[src/rtl/seg7_pkg.sv]
// seg7_pkg: shared constants and active-low hex segment table for the 7-segment scan driver.
package seg7_pkg;
    localparam int DEFAULT_NUM_DIGITS = 4;
    localparam logic [6:0] SEG_OFF = 7'h7F;
    localparam logic [6:0] HEX_SEG [16] = '{
        7'b1000000, 7'b1111001, 7'b0100100, 7'b0110000,
        7'b0011001, 7'b0010010, 7'b0000010, 7'b1111000,
        7'b0000000, 7'b0010000, 7'b0001000, 7'b0000011,
        7'b1000110, 7'b0100001, 7'b0000110, 7'b0001110
    };
endpackage

[src/rtl/seg7_hex_decode.sv]
// seg7_hex_decode: combinational nibble to active-low g..a segment lookup.
module seg7_hex_decode
    import seg7_pkg::*;
(
    input  logic [3:0] nib,
    output logic [6:0] seg
);
    assign seg = HEX_SEG[nib];
endmodule

[src/rtl/seg7_scan_driver.sv]
// seg7_scan_driver: multiplexed hex display driver with frame-latched value.
// Optional SEG7_LEADING_ZERO_BLANK_EN darkens leading zero digits (digit 0 always lit).
module seg7_scan_driver
    import seg7_pkg::*;
#(
    parameter int NUM_DIGITS   = DEFAULT_NUM_DIGITS,
    parameter int USE_INT_TICK = 0,
    parameter int TICK_DIV     = 17
) (
    input  logic                    clk,
    input  logic                    clr_n,
    input  logic                    scan_clk,
    input  logic [4*NUM_DIGITS-1:0] value,
    input  logic [NUM_DIGITS-1:0]   dp_in,
    input  logic [NUM_DIGITS-1:0]   blank,
    output logic [NUM_DIGITS-1:0]   an,
    output logic [6:0]              seg,
    output logic                    dp
);
    localparam int IW = NUM_DIGITS > 1 ? $clog2(NUM_DIGITS) : 1;
    localparam logic [IW-1:0] LAST = IW'(NUM_DIGITS - 1);
    logic tick;
    generate
        if (USE_INT_TICK != 0) begin : g_int
            logic [TICK_DIV-1:0] cnt;
            always_ff @(posedge clk) cnt <= clr_n ? cnt + 1'b1 : '0;
            assign tick = &cnt;
        end else begin : g_ext
            logic s1, s2, s3;
            always_ff @(posedge clk) {s3, s2, s1} <= clr_n ? {s2, s1, scan_clk} : 3'b000;
            assign tick = s2 & ~s3;
        end
    endgenerate
    logic [IW-1:0]           idx, nidx;
    logic [4*NUM_DIGITS-1:0] sh_val, cur_val;
    logic [NUM_DIGITS-1:0]   sh_dp, sh_blank, cur_dp, cur_blank, onehot;
    logic                    wrap, lz, dark;
    logic [3:0]              nib;
    logic [6:0]              hex;
    // The slot being entered at a wrap renders from the live inputs it is latching.
    always_comb begin
        nidx      = idx == LAST ? '0 : idx + 1'b1;
        wrap      = nidx == '0;
        cur_val   = wrap ? value : sh_val;
        cur_dp    = wrap ? dp_in : sh_dp;
        cur_blank = wrap ? blank : sh_blank;
        nib       = cur_val[4*nidx +: 4];
        onehot    = '0;
        onehot[nidx] = 1'b1;
        lz        = 1'b0;
`ifdef SEG7_LEADING_ZERO_BLANK_EN
        for (int k = 1; k < NUM_DIGITS; k++)
            if (nidx == IW'(k) && (cur_val >> (4*k)) == '0) lz = 1'b1;
`endif
        dark      = cur_blank[nidx] | lz;
    end
    seg7_hex_decode u_dec (.nib(nib), .seg(hex));
    always_ff @(posedge clk) begin
        if (!clr_n) begin
            idx      <= LAST;
            sh_val   <= '0;
            sh_dp    <= '0;
            sh_blank <= '0;
            an       <= '1;
            seg      <= SEG_OFF;
            dp       <= 1'b1;
        end else if (tick) begin
            idx <= nidx;
            if (wrap) begin
                sh_val   <= value;
                sh_dp    <= dp_in;
                sh_blank <= blank;
            end
            an  <= dark ? '1 : ~onehot;
            seg <= dark ? SEG_OFF : hex;
            dp  <= dark | ~cur_dp[nidx];
        end
    end
endmodule

[config.mk]
export PLATFORM = sky130hd
export DESIGN_NAME = seg7_scan_driver
export DESIGN_NICKNAME = d
export VERILOG_FILES = /design/src/rtl/seg7_pkg.sv /design/src/rtl/seg7_hex_decode.sv /design/src/rtl/seg7_scan_driver.sv
export SDC_FILE = /design/constraint.sdc
export NUM_CORES = 1
export LEC_CHECK = 0
export ABC_CLOCK_PERIOD_IN_PS = 4250
export BUFFER_PORTS_ARGS = -buffer_cell sky130_fd_sc_hd__buf_4
export CAP_MARGIN = 20
export CORE_MARGIN = 2
export CORE_UTILIZATION = 59
export CTS_CLUSTER_DIAMETER = 60
export DETAILED_ROUTE_END_ITERATION = 16
export PLACE_DENSITY = 0.84
export SYNTH_ARGS = -nofsm -noshare
export SYNTH_HDL_FRONTEND = slang
export SYNTH_SLANG_ARGS = --single-unit
[constraint.sdc]
create_clock -name clk -period 4.25 [get_ports clk]
set_input_delay 0.425 -clock clk [delete_from_list [all_inputs] [get_ports clk]]
set_output_delay 0.425 -clock clk [all_outputs]
set_load 0.01 [all_outputs]
==> results.yml, run 1 <==
run_status:
  status: "completed"
grt:
  grtUsageTotal: 0.234
  met3_usage: 0.0625
  top_usage_layer: "met2"
  met2_usage: 0.368
  grt_max_degree: 40
  grt_pass1_wl_um: 7460
  globalRoute.totalOverflow: 0
  antenna_found_initial: 0
  met1_usage: 0.304
  grt_pass1_vias: 1652
power:
  intPower_mw: 0.554
  total_power_mw: 0.776
  p_switching_mw: 0.222
  p_leak_nw: 0.991
  power.share.sequential: 0.525
  clkPwrFrac: 0.256
  switching_share: 0.286
  pwr-share-comb: 0.219
  power.density_mw_per_mm2: 320
  peakVddDrop_uv: 232
floorplanning:
  start_util: 0.623
  std_cell_rows: 21
  die-area_mm2: 0.00404
  ios: 39
  core_mm2: 0.00336
  dieWidth_um: 63.6
  dieHeight_um: 63.6
logic_synthesis:
  syn-mean-instance-area_um2: 8.58
  yosysTopAreaCell: "dfxtp_1"
  synth.most_common_cell: "nand2_1"
  synth_cells: 244
  synth-compound-area-share: 0.219
  yosys-top-cells-area: "dfxtp_1, nand2_1, a21boi_0"
  syn_area_mm2: 0.00209
  synth.mux.area_fraction: 0.0956
  ys.flop_type: "dfxtp_1"
  ys_ff_latch: 41
  async_reset_ff_frac: 0
  synth_top_family_by_area: "compound AO/OA/AOI/OAI gates"
  synthAdderAreaFrac: 0.0597
  yosys.cell_types.count: 33
  ys_seq_area_frac: 0.392
  syn-num-nets: 281
  synthSimpleGateAreaFrac: 0.182
  synth-edff-count: 0
  synth_top_area_share: 0.392
  yosysWarnings: 0
  synth_common_cells: "nand2_1, dfxtp_1, a21boi_0, nor2_1"
  synthXorXnorAreaFrac: 0
clock_tree:
  cts_buffers: 5
  clockBufferDepth: 2
  clkSlewWorstSetupHoldPaths_ns: 0.11
  post_cts_resized: 0
  ctsHoldBuffers: 0
  cts_root_buf: "clkbuf_4"
  clock_latency_ns: 0.35
  cts_num_sinks: 41
  cts_tree: "yes"
  cts_max_level: 2
  postCtsSetupRepairBufs: 0
drt:
  wl_um: 4250
  via_per_inst: 5.38
  post-route-drc-count: 0
  wire_per_inst_um: 13.2
  ant_nets: 0
  drtIter0Drc: 71
  dr.pass1.iters: 4
  num_vias: 1726
placement:
  hpwlAfterDp_um: 3080
  routabilityCongestion: 0.862
  place_area_mm2: 0.00237
  port-buffer-count: 38
  dp_slack_ns: 1.07
sta:
  finalSetupViolations: 0
  period_needed_ns: 3.22
  rsz0062_at_grt: "no"
  hold_viol: 0
  worstMarginPinSlew_ns: 0.838
  fin_tns_setup_ns: 0
  max-slew-margin-rel: 0.440
  finClkSkew_ns: 0.00316
  setup_ws_ns: 1.03
  period_share: 0.757
  max_freq_mhz: 311
  final_max_slew_viol_count: 0
critical_path:
  cp.required_ns: 4.49
  critical_path_class: "reg2reg"
  start_kind: "flip-flop"
  max_stage_delay_ns: 0.78
  cp_num_buf_inv: 2
  cpMaxStageDelayCell: "dfxtp_1"
  crit_arrival_ns: 3.46
  crit_family: "adder cells"
  cp_max_fo: 19
  path_cells: "ha_1, inv_1, o21ai_0, o32a_1, inv_1, ha_1, mux2_4, a221oi_2, o21ai_1"
  end_kind: "flip-flop"
worst_hold_path:
  hold_path_class: "in2reg"
final_layout:
  stdcell_area_mm2: 0.00242
  nNetsFinal: 312
  n_fill_cell: 291
  fin_util: 0.721
  diodes: 0
  syn_to_final_growth_pct: 15.8
  drive_gt1_frac: 0.193
job:
  drv_cap: 0
[routing by layer]
metal  part of all wire  vias to the layer above
li1                   -                      892
met1               0.46                      781
met2               0.46                       42
met3              0.052                       11
met4              0.024                        0
met5                  0                        -
[per-stage QoR]
| stage | hold WS [ns] | std cells |
|---|---|---|
| 2_1_floorplan | 0.412 | 244 |
| 3_3_place_gp | 0.419 | 314 |
| 3_5_place_dp | 0.427 | 314 |
| 4_1_cts | 0.272 | 321 |
| 5_1_grt | 0.288 | 321 |
| 6_report | 0.276 | 321 |
[cells by family after synthesis]
group / after synthesis
and+or+nand+nor: 91
adders and majority gates: 10
buffers and inverters: 24
DFF: 41
muxes: 16
AOI/OAI and AO/OA: 62
[flip-flops by register name, summed over array words and instances, names as in the netlist]
name      cells
idx           2
sh_val       16
g_ext.s3      1
sh_dp         4
g_ext.s2      1
seg           7
sh_blank      4
dp            1
an            4
g_ext.s1      1
[placed cells by master (no fill, tap or decap), drive strengths merged]
cell	Yosys	final
nand2	65	65
dfxtp	41	41
buf	5	39
a21boi	24	24
nor2	12	12
ha	10	10
inv	9	9
mux2i	8	8
nor2b	7	7
o21ai	7	7
clkbuf	10	7
mux2	6	6
o2bb2ai	5	5
a211oi	4	4
and2	4	4
o211ai	4	4
a21oi	4	4
o32a	3	3
o22ai	3	3
o22a	3	3
a31oi	2	2
mux4	2	2
nand2b	1	1
nor3b	1	1
a31o	1	1
o221ai	1	1
a221oi	1	1
or2	1	1
[path summary, 6_finish.rpt]
kind	depth (start not counted)	from	slack [ns]	to
setup / recovery	9	idx[0]	1.03	seg[6]
hold / removal	2	scan_clk	0.28	g_ext.s1
setup reg to reg	9	idx[0]	1.03	seg[6]
hold reg to reg	1	g_ext.s1	0.45	g_ext.s2
[area by class of cell]
type	instances	area (µm²)	area share
sequential	41	821	0.338
inverter	9	33.8	0.0139
tap	46	57.6	0.0237
clock buffer	7	55.1	0.0227
multi-input combinational	179	1160	0.480
timing repair buffer	39	293	0.121
[power groups by stage]
stage | clock network, mW | logic [mW] | registers (mW)
after detailed placement | 0 | 0.169 | 0.416
after floorplan | 0 | 0.124 | 0.414
after global placement | 0 | 0.165 | 0.416
final | 0.199 | 0.169 | 0.407
after global routing | 0.217 | 0.191 | 0.409
after CTS | 0.200 | 0.170 | 0.407
No activity file was read; power rests on OpenSTA's default activity.
==> run 2, diff against run 1 <==
ABC_CLOCK_PERIOD_IN_PS = 2900   (was 4250)
CORE_UTILIZATION = 49   (was 59)
PLACE_DENSITY = 0.75   (was 0.84)
clock period = 2.9 ns   (was 4.25 ns; I/O delays follow)
==> results.yml, run 2 (synthesis gave the netlist of run 1 again) <==
sta:
  fin_tns_setup_ns: 0
  period_needed_ns: 2.50
  setup_ws_ns: 0.405
  max-slew-margin-rel: 0.467
  rsz0062_at_grt: "no"
  max_freq_mhz: 401
  whs_ns: 0.196
  hold_viol: 0
  period_share: 0.860
  finClkSkew_ns: 0.00271
  finalSetupViolations: 0
  final_max_slew_viol_count: 0
  worstMarginPinSlew_ns: 0.798
placement:
  hpwlAfterDp_um: 3170
  port-buffer-count: 38
  dp_slack_ns: 0.405
  routabilityCongestion: 0.804
final_layout:
  final_common_cell: "nand2_1"
  largest_reg_flops: 16
  nNetsFinal: 315
  layout_common_cells: "nand2_1, buf_4, dfxtp_1"
  multiInputGateArea_mm2: 0.00116
  n_fill_cell: 379
  drive_gt1_frac: 0.208
  diodes: 0
  layout.area.seq_um2: 821
  largest_register: "sh_val"
  syn_to_final_growth_pct: 19.3
  top_regs: "sh_val x16, seg x7"
floorplanning:
  start_util: 0.516
  core_mm2: 0.00406
  die-area_mm2: 0.00481
  dieHeight_um: 69.4
  std_cell_rows: 23
  ios: 39
  dieWidth_um: 69.4
drt:
  via_per_inst: 5.29
  wl_um: 4420
  post-route-drc-count: 0
  num_vias: 1742
  drtIter0Drc: 104
  dr.pass1.iters: 4
  ant_nets: 0
  wire_per_inst_um: 13.4
power:
  total_power_mw: 1.27
  peakVddDrop_uv: 279
  p_leak_nw: 1.03
  power.density_mw_per_mm2: 507
clock_tree:
  clockBufferDepth: 2
  cts_buffers: 5
  ctsHoldBuffers: 0
  cts_max_level: 2
  clkSlewWorstSetupHoldPaths_ns: 0.08
  postCtsSetupRepairBufs: 0
  post_cts_resized: 0
  cts_tree: "yes"
  clock_latency_ns: 0.30
  cts_num_sinks: 41
  cts_root_buf: "clkbuf_8"
grt:
  globalRoute.totalOverflow: 0
  antenna_found_initial: 0
  grtUsageTotal: 0.198
  grt_max_degree: 40
  grt_pass1_vias: 1703
  grt_pass1_wl_um: 7680
critical_path:
  cp.required_ns: 3.08
  cp_max_fo: 14
  critical_path_class: "reg2reg"
  start_kind: "flip-flop"
  crit_arrival_ns: 2.67
  end_kind: "flip-flop"
run_status:
  status: "completed"
job:
  drv_cap: 0
worst_hold_path:
  hold_path_class: "in2reg"
-- run 2: final timing paths --
path | startpoint | end | slack [ns] | cells past startpoint
setup / recovery | idx[0] | seg[6] | 0.40 | 6
hold / removal | scan_clk | g_ext.s1 | 0.20 | 2
setup reg to reg | idx[0] | seg[6] | 0.40 | 6
hold reg to reg | g_ext.s1 | g_ext.s2 | 0.45 | 1
-- run 2: stage by stage --
step | std cells | area [µm²] | util
final | 329 | 2500 | 0.616
after CTS | 329 | 2500 | 0.616
after floorplan | 244 | 2090 | -
after detailed placement | 321 | 2400 | 0.591
after global routing | 329 | 2500 | 0.616
after global placement | 321 | 2400 | 0.591
-- run 2: critical path, stage by stage, from the launching register on --
cell and delay, ns:
dfxtp_1 0.38, inv_1 0.11, ha_1 0.52, mux4_2 0.72, mux2_4 0.35, a221oi_2 0.22
o21ai_1 0.07
-- run 2: layout make-up --
class,count,area share
Inverter,9,0.0135
Clock buffer,7,0.0386
Timing Repair Buffer,42,0.126
Multi-Input combinational cell,179,0.466
Sequential cell,41,0.328
Clock inverter,1,0.00200
Tap cell,50,0.0250
-- run 2: where the power goes --
part	internal [mW]	total (mW)	leakage (nW)	switching (mW)
clock	0.215	0.415	0.0542	0.199
combinational	0.117	0.258	0.641	0.141
sequential	0.582	0.593	0.334	0.0106
total	0.914	1.27	1.03	0.351
-- run 2: layer usage --
layer	track usage	vias to the layer above	wire [µm]
met5	0	-	0
met4	0.0654	0	66
met3	0.0581	5	167
met2	0.321	33	2100
met1	0.252	804	2080
li1	-	900	-
